`src/rtl/dff_onstate_burst.sv`:
```
// Per-channel IDLE/RUN/LAST burst tracker with registered run (r) and last (f) flags and a busy summary.
// Optional run-length capture (run_len/run_len_vld) is compiled in only when DFF_ONSTATE_RUNLEN_EN is defined.
module dff_onstate_burst #(
  parameter int CH       = 4,
  parameter int LAST_CYC = 2,
  parameter int CNT_W    = 8
) (
  input  logic                clk,
  input  logic                rst_n,
  // activity level per channel ('do' itself is a reserved word)
  input  logic [CH-1:0]       do_lvl,
  output logic [CH-1:0]       r,
  output logic [CH-1:0]       f,
  output logic                busy,
  output logic [CH*CNT_W-1:0] run_len,
  output logic [CH-1:0]       run_len_vld
);

  localparam int LW = (LAST_CYC > 1) ? $clog2(LAST_CYC) : 1;
  localparam logic [LW-1:0] LAST_LOAD = LW'(LAST_CYC - 1);

  typedef enum logic [1:0] {
    IDLE = 2'd0,
    RUN  = 2'd1,
    LAST = 2'd2
  } state_t;

  state_t        state     [CH];
  state_t        state_nxt [CH];
  logic [LW-1:0] last_cnt     [CH];
  logic [LW-1:0] last_cnt_nxt [CH];
  logic [CH-1:0] r_nxt;
  logic [CH-1:0] f_nxt;
  logic          busy_nxt;

  always_ff @(posedge clk) begin
    for (int c = 0; c < CH; c++) begin
      if (!rst_n) begin
        state[c]    <= IDLE;
        last_cnt[c] <= '0;
      end else begin
        state[c]    <= state_nxt[c];
        last_cnt[c] <= last_cnt_nxt[c];
      end
    end
  end

  // Retrigger from LAST is checked before the countdown expiry.
  always_comb begin
    for (int c = 0; c < CH; c++) begin
      state_nxt[c]    = state[c];
      last_cnt_nxt[c] = last_cnt[c];
      case (state[c])
        IDLE: begin
          if (do_lvl[c]) state_nxt[c] = RUN;
        end
        RUN: begin
          if (!do_lvl[c]) begin
            state_nxt[c]    = LAST;
            last_cnt_nxt[c] = LAST_LOAD;
          end
        end
        LAST: begin
          if (do_lvl[c]) begin
            state_nxt[c] = RUN;
          end else if (last_cnt[c] == '0) begin
            state_nxt[c] = IDLE;
          end else begin
            last_cnt_nxt[c] = last_cnt[c] - LW'(1);
          end
        end
        default: begin
          state_nxt[c]    = IDLE;
          last_cnt_nxt[c] = '0;
        end
      endcase
    end
  end

  always_comb begin
    r_nxt = '0;
    f_nxt = '0;
    for (int c = 0; c < CH; c++) begin
      r_nxt[c] = (state_nxt[c] == RUN);
      f_nxt[c] = (state_nxt[c] == LAST);
    end
    busy_nxt = |(r_nxt | f_nxt);
  end

  always_ff @(posedge clk) begin
    if (!rst_n) begin
      r    <= '0;
      f    <= '0;
      busy <= 1'b0;
    end else begin
      r    <= r_nxt;
      f    <= f_nxt;
      busy <= busy_nxt;
    end
  end

`ifdef DFF_ONSTATE_RUNLEN_EN
  logic [CNT_W-1:0] run_cnt [CH];
  logic [CH-1:0]    run_enter;
  logic [CH-1:0]    run_exit;

  always_comb begin
    run_enter = '0;
    run_exit  = '0;
    for (int c = 0; c < CH; c++) begin
      run_enter[c] = (state_nxt[c] == RUN) && (state[c] != RUN);
      run_exit[c]  = (state[c] == RUN) && (state_nxt[c] == LAST);
    end
  end

  // Counter saturates at all-ones; capture coincides with the f rising edge.
  always_ff @(posedge clk) begin
    if (!rst_n) begin
      run_len     <= '0;
      run_len_vld <= '0;
      for (int c = 0; c < CH; c++) run_cnt[c] <= '0;
    end else begin
      run_len_vld <= run_exit;
      for (int c = 0; c < CH; c++) begin
        if (run_enter[c]) begin
          run_cnt[c] <= CNT_W'(1);
        end else if (state_nxt[c] == RUN && run_cnt[c] != '1) begin
          run_cnt[c] <= run_cnt[c] + CNT_W'(1);
        end
        if (run_exit[c]) run_len[c*CNT_W +: CNT_W] <= run_cnt[c];
      end
    end
  end
`else
  assign run_len     = '0;
  assign run_len_vld = '0;
`endif

endmodule

```
`config.mk`:
```
export PLATFORM = sky130hd
export DESIGN_NAME = dff_onstate_burst
export DESIGN_NICKNAME = d
export VERILOG_FILES = /design/src/rtl/dff_onstate_burst.sv
export SDC_FILE = /design/constraint.sdc
export NUM_CORES = 1
export LEC_CHECK = 0
export BUFFER_PORTS_ARGS = -buffer_cell sky130_fd_sc_hd__buf_2
export CAP_MARGIN = 20
export CORE_MARGIN = 4
export CORE_UTILIZATION = 50
export DETAILED_ROUTE_END_ITERATION = 12
export PLACE_DENSITY = 0.85
export SYNTH_ARGS = -nofsm -noshare
export SYNTH_HDL_FRONTEND = slang
export SYNTH_SLANG_ARGS = --single-unit
```
`constraint.sdc`:
```
create_clock -name clk -period 1.95 [get_ports clk]
set_clock_uncertainty 0.2 [all_clocks]
set_input_delay 0.2925 -clock clk [delete_from_list [all_inputs] [get_ports clk]]
set_output_delay 0.2925 -clock clk [all_outputs]
set_load 0.01 [all_outputs]
```
==> Yosys cells after proc, flatten, opt, wreduce, memory -nomap -nowiden <==
Memory sizes are Yosys's and may differ from the RTL's.
Index checks and enable logic that the tools add are counted.
{ "op_classes": {"n_addsub": 4, "n_eq_ne": 16, "n_mux": 46, "n_bitwise": 9, "n_reduce_logical": 5} }
{ "ops": {"columns": ["op", "count"], "rows": [
  ["2-bit 2-to-1 mux", 20],
  ["2-bit one-hot mux with 3 select lines", 4],
  ["1-bit 2-to-1 mux", 18],
  ["2-bit by 1-bit equality test with 1-bit output (second input constant)", 8],
  ["2-bit equality test (second input constant)", 8],
  ["1-bit one-hot mux with 3 select lines", 4],
  ["2-bit zero test", 4],
  ["1-bit bitwise OR", 8],
  ["4-bit bitwise OR", 1],
  ["4-bit OR reduction", 1],
  ["1-bit subtractor (second input constant)", 4]
]} }
{ "word_totals": {"reg_bits": 9, "ram_bits": 12, "out_inout_bits": 45, "mem_count": 2} }
{ "memory_table": {"columns": ["name", "depth", "width", "rd", "rd_ports_with_merged_regs", "wr", "line_no", "text"], "rows": [
  ["state", 4, 2, 4, 0, 4, "28", "state_t state [CH];"],
  ["last_cnt", 4, 1, 4, 0, 4, "30", "logic [LW-1:0] last_cnt [CH];"]
]} }

==> Depth between registers and ports, before layout <==
Gate-level depths: netlist of the first run.
An unclocked memory read counts as a cell.
{ "logic_depth": {"ltp_word": 7, "mapped_depth": 5, "depth_no_buf": 5} }

==> Least setup slack after synthesis of the first run <==
OpenSTA, ideal clock, no wires.
{ "synth_timing": {"path_type": "reg-to-reg", "start": "memory state[2][0] in the netlist's numbering", "end": "register busy", "setup_time_ns": 0.081, "arrival_ns": 1.058, "required_time_ns": 1.669, "setup_slack_ns": 0.611, "path_stages_with_launch": 5, "path_buffers": 0, "period_less_slack_ns": 1.339, "cell_sequence": "dfxtp_1 nand3b_1 a21oi_2 ha_1 a41oi_1"} }
{ "synth_rtl": {"columns": ["item", "line_no", "text"], "rows": [
  ["start: declaration", "28", null],
  ["end signal: assignment", "98", "busy <= busy_nxt;"],
  ["end: declaration", "14", "output logic busy,"]
]} }

==> results.txt, run 1 <==
Outcome = finished, final reports clean
Sw Share = 26.8%
Routed wire length on met2 = 831 um
Worst hold path depth = 2
Final hold slack = 0.0440 ns
Routed vias/inst = 4.29
Synthesized-area fraction occupied by adder cells = 8.68%
DR pass1 iterations = 4
Most numerous cell in the Yosys netlist = buf_4
# resized after CTS = 0
R2R Setup Slk = 0.52 ns
Clock transition at path regs = 0.11 ns
Highest routed metal layer = met4
Ports = 51
Clock Tree Root = clkbuf_4
Wire length per cell = 9.45 um
Crit Path Max Fanout = 5
Final instance area = 1140 um^2
Clock buffer count from CTS = 3
Switching power total = 206 uW
Die Y-Extent = 56.0 um
Register area share after synthesis = 37.3%
Global-route wire length before repair = 2580 um
Max_cap viols = 0
Final min period = 1.43 ns
Port Buffers = 14
Metal-1 WL = 619 um
DP Wirelength = 1330 um
Synthesized area = 1150 um^2
Largest net degree at the start of global routing = 18
VDD IR max = 298 uV
Internal = 562 uW
DRC Markers = 0
Cells after DPL = 170
Largest family of logic cells by synthesized area = buffers and inverters
Gr ovfl total = 0
N_diodes = 0
Final Hold Viols = 0
Sequential power share = 60.3%
Final setup viols = 0
Row count = 17
Combinational share of power = 13.5%
Multi-input gate area = 532 um^2
Nets = 161
FF-to-FF path depth = 4
Number of H-tree levels = 1
Simple-gate area share of the yosys netlist = 16.8%
Synth area leaders = dfxtp_1 35%, buf_4 23%, ha_1 8.7%
Worst R2R End = busy
Iter 0 DRT Violations = 4
Synthesized instance count = 130
Via count = 747
Post-CTS Setup Bufs = 0
CP startpoint kind = flip-flop
Sequential cell area = 430 um^2
Post-synth top area cell = dfxtp_1
DP Area = 1120 um^2
Async S/R FF share, synth = 0%
Synth top cells by count = 36 x buf_4, 20 x dfxtp_1, 12 x and2_1, 12 x inv_1, 11 x nand2_1
Mux contribution to synthesized area = 0%
Final TNS setup = 0 ns
Syn Area/Cell = 8.87 um^2
CP Capture Type = flip-flop
Critical Path RT = 1.98 ns
Synth Area in XOR/XNOR = 0%
Crit Path Class = flip-flop to flip-flop
DIE AREA = 3140 um^2
Area Growth Syn to Fin = -0.976%
Vias in the first global route = 657
Synth top area share = 34.7%
Synth Area in Compound Gates = 8.89%
Leak = 0.573 nW
Non-filler cells, final = 174
Critical Path End = busy
YS warnings = 0
Cell Pwr Density = 672 nW/um^2
RSZ-0062 raised after global routing = false
Fin crit share = 73.2%
Reg-to-Reg Start = state[2][0]
GP Congestion = 0.662
Clk pwr share = 26.2%
Clock latency on the worst-skew pair = 0.29 ns
Total Wirelength = 1650 um
Crit path from = state[2][0]
Initial core utilization = 52.1%
Filler cells = 224
Max Freq = 700 MHz
Deepest clock path buffer count = 2
Initial antenna violation count = 0
Cell variety after synth = 19
HP Class = input pin to flip-flop
EDFF count, synth = 1
Final max-slew violation count = 0
#FFs+latches synth = 21
Clk sinks = 21
Met3 routed wirelength = 176 um
Hold_buf cts = 0
Final ANT Viol Nets = 0
Layout cells sized above 1 = 15.1%
Placeable Area = 2210 um^2
Most used DFF post-synth = dfxtp_1
GR Util All Layers = 9.94%
Die W = 56.0 um
CP arrival = 1.45 ns
CTS tree = yes
==> metrics by stage <==
stage | power, mW | setup slack (ns) | util (%)
2_1_floorplan | 0.599 | 0.611 | -
3_3_place_gp | 0.570 | 0.578 | 50.5
3_5_place_dp | 0.574 | 0.553 | 50.5
4_1_cts | 0.775 | 0.521 | 51.6
5_1_grt | 0.812 | 0.412 | 51.6
6_report | 0.767 | 0.522 | 51.6
==> layer usage <==
metal	track usage [%]	vias up
li1	-	366
met1	11.0	347
met2	18.2	32
met3	2.78	2
met4	3.05	0
met5	0	-
==> state kept, by name, indices dropped and copies added, names as in the netlist <==
| register | flops |
|---|---|
| last_cnt | 4 |
| f | 4 |
| busy | 1 |
| r | 4 |
| state | 8 |
==> power groups by stage <==
| stage | combinational [mW] | sequential (mW) | clock [mW] |
|---|---|---|---|
| 6_report | 0.104 | 0.462 | 0.201 |
| 5_1_grt | 0.119 | 0.465 | 0.228 |
| 4_1_cts | 0.102 | 0.463 | 0.210 |
| 3_5_place_dp | 0.102 | 0.473 | 0 |
| 3_3_place_gp | 0.0994 | 0.471 | 0 |
| 2_1_floorplan | 0.124 | 0.474 | 0 |
==> cells in the final DEF, fill, tap and decap left out <==
| cell type | n |
|---|---|
| nor2_1 | 6 |
| o21ai_0 | 1 |
| edfxtp_1 | 1 |
| a21oi_1 | 1 |
| nand3b_1 | 4 |
| and2_1 | 12 |
| clkbuf_1 | 1 |
| inv_1 | 12 |
| buf_2 | 14 |
| ha_1 | 8 |
| conb_1 | 36 |
| dfxtp_1 | 20 |
| a21oi_2 | 4 |
| a21boi_0 | 3 |
| a41oi_1 | 1 |
| nand2_1 | 11 |
| nand2b_1 | 4 |
| clkbuf_4 | 3 |
| inv_2 | 1 |
| o32ai_1 | 3 |
==> worst max-delay path: stages (launching register included) <==
cell      delay, ns
dfxtp_1        0.35
nand3b_1       0.18
a21oi_2        0.18
ha_1           0.25
a41oi_1        0.19
==> cell type report <==
class                           count  share of cell area (%)
Tap cell                           28                    3.07
Timing Repair Buffer               14                    6.13
Sequential cell                    21                    37.7
Multi-Input combinational cell     94                    46.5
Inverter                           13                    4.27
Clock buffer                        4                    2.30
==> cells by family (layout without fill, tap and decap cells) <==
group | after synthesis | count (layout)
buffers and inverters | 50 | 31
AND/OR/NAND/NOR | 37 | 37
flip-flops | 21 | 21
AO/OA/AOI/OAI | 13 | 13
adder cells (fa/ha/maj) | 8 | 8
other | 1 | 36
==> worst min-delay path by stage <==
stage | from | to | slack [ns]
2_1_floorplan | do_lvl[0] | last_cnt[0] | 0.21
3_3_place_gp | last_cnt[3] | last_cnt[3] | 0.25
3_5_place_dp | last_cnt[0] | last_cnt[0] | 0.26
4_1_cts | do_lvl[1] | last_cnt[1] | 0.04
5_1_grt | do_lvl[3] | last_cnt[3] | 0.04
6_report | do_lvl[0] | last_cnt[0] | 0.04
Power figures use the tool's default switching activity.
==> inputs of run 2 (changes only) <==
--- a/config.mk
+++ b/config.mk
@@ -8,9 +8,9 @@
 export BUFFER_PORTS_ARGS = -buffer_cell sky130_fd_sc_hd__buf_2
 export CAP_MARGIN = 20
 export CORE_MARGIN = 4
-export CORE_UTILIZATION = 50
+export CORE_UTILIZATION = 42
 export DETAILED_ROUTE_END_ITERATION = 12
-export PLACE_DENSITY = 0.85
+export PLACE_DENSITY = 0.76
 export SYNTH_ARGS = -nofsm -noshare
 export SYNTH_HDL_FRONTEND = slang
 export SYNTH_SLANG_ARGS = --single-unit
==> constraint.sdc (replaced) <==
create_clock -name clk -period 1.3 [get_ports clk]
set_clock_uncertainty 0.2 [all_clocks]
set_input_delay 0.195 -clock clk [delete_from_list [all_inputs] [get_ports clk]]
set_output_delay 0.195 -clock clk [all_outputs]
set_load 0.01 [all_outputs]
==> results.txt, run 2 (same netlist as run 1, synthesis figures left out) <==
Row count = 18
Clk pwr share = 24.9%
Crit Path Class = flip-flop to flip-flop
Total Wirelength = 1830 um
Final max-slew violation count = 0
Final Hold Viols = 2
Clk sinks = 21
Clock transition at path regs = 0.11 ns
Outcome = finished, violations left
Initial core utilization = 45.3%
Gr ovfl total = 0
GR Util All Layers = 11.2%
Critical Path RT = 1.33 ns
Port Buffers = 14
Deepest clock path buffer count = 2
Sw Share = 27.1%
Area Growth Syn to Fin = 14.1%
Clock Tree Root = clkbuf_4
Initial antenna violation count = 0
CP arrival = 1.48 ns
Combinational share of power = 17.1%
CP Capture Type = flip-flop
Die W = 60.4 um
Layout cells sized above 1 = 32.1%
Fin crit share = 111%
Iter 0 DRT Violations = 30
DR pass1 iterations = 4
CP startpoint kind = flip-flop
RSZ-0062 raised after global routing = true
Wire length per cell = 9.68 um
Failing checks = negative hold slack, negative setup slack
Biggest register = state
Final setup viols = 6
Max_cap viols = 0
DP Wirelength = 1450 um
Global-route wire length before repair = 3080 um
Place WS = -0.105 ns
Final min period = 1.45 ns
Largest net degree at the start of global routing = 13
DRC Markers = 0
Crit Path Max Fanout = 3
Cell Pwr Density = 911 nW/um^2
Routed vias/inst = 4.26
Switching power total = 325 uW
VDD IR max = 563 uV
N_diodes = 0
Die Y-Extent = 60.4 um
Via count = 805
HP Class = input pin to flip-flop
Filler cells = 235
Sequential power share = 58.1%
GP Congestion = 0.767
Number of H-tree levels = 1
DIE AREA = 3650 um^2
CTS tree = yes
Placeable Area = 2540 um^2
Internal = 874 uW
Vias in the first global route = 767
Final hold slack = -0.0429 ns
Ports = 51
Leak = 0.648 nW
Commonest non-fill, non-tap cells in the layout = 36 x conb_1, 14 x dfxtp_1, 14 x buf_2
Max reg flops = 8
Nets = 174
Final ANT Viol Nets = 0
Setup ws final = -0.149 ns
Max Freq = 690 MHz
Clock buffer count from CTS = 3
Clock latency on the worst-skew pair = 0.29 ns
Most common cell after layout, fill and taps aside = conb_1
Hold_buf cts = 3
run 2: metal layers:
metal  up-vias  global-route usage (%)  routed length, um
met3         4                    1.91                203
li1        394                       -                  -
met4         0                    4.64                 21
met2        44                    21.1                866
met5         -                       0                  0
met1       363                    12.2                739
run 2: worst paths after layout:
path               start          end  slack, ns  cells after the start
max reg2reg  state[2][0]         busy      -0.15                      4
min            do_lvl[2]  state[2][0]      -0.04                      3
max          state[2][0]         busy      -0.15                      4
min reg2reg  last_cnt[0]  last_cnt[0]       0.27                      2
run 2: area by class of cell:
type | count | area, um^2 | area share [%]
clock buffer | 3 | 22.5 | 1.71
timing repair buffer | 27 | 175 | 13.3
inverter | 13 | 48.8 | 3.71
multi-input combinational | 94 | 587 | 44.6
clock inverter | 1 | 5.00 | 0.380
sequential | 21 | 440 | 33.5
tap | 30 | 37.5 | 2.85
run 2: power by group through the flow:
stage          sequential [mW]  clock, mW  combinational [mW]
2_1_floorplan            0.713          0               0.189
3_3_place_gp             0.707          0               0.166
3_5_place_dp             0.709          0               0.172
4_1_cts                  0.696      0.313               0.190
5_1_grt                  0.700      0.343               0.233
6_report                 0.696      0.298               0.205
run 2: through the flow:
stage	TNS, ns	instances	util [%]	power, mW	instance area [um^2]
2_1_floorplan	-0.0173	165	-	0.902	1290
3_3_place_gp	-0.195	178	46.1	0.873	1170
3_5_place_dp	-0.359	178	46.1	0.881	1170
4_1_cts	-0.373	187	50.0	1.20	1270
5_1_grt	-0.973	189	51.7	1.28	1320
6_report	-0.488	189	51.7	1.20	1320
run 2: timing repair:
item                                    in CTS  in global routing
resized for setup                            9                  8
setup buffers                                2                  2
pin swaps                                    7                  9
endpoints found under the hold margin        4                  1
endpoints found under the setup margin       5                  9
cloned                                       0                  0
run 2: critical path, stage by stage, from the launching register on:
cell and delay [ns]:
dfxtp_2 0.34, nand3b_1 0.17, a21oi_2 0.22, ha_1 0.27
a41oi_2 0.18
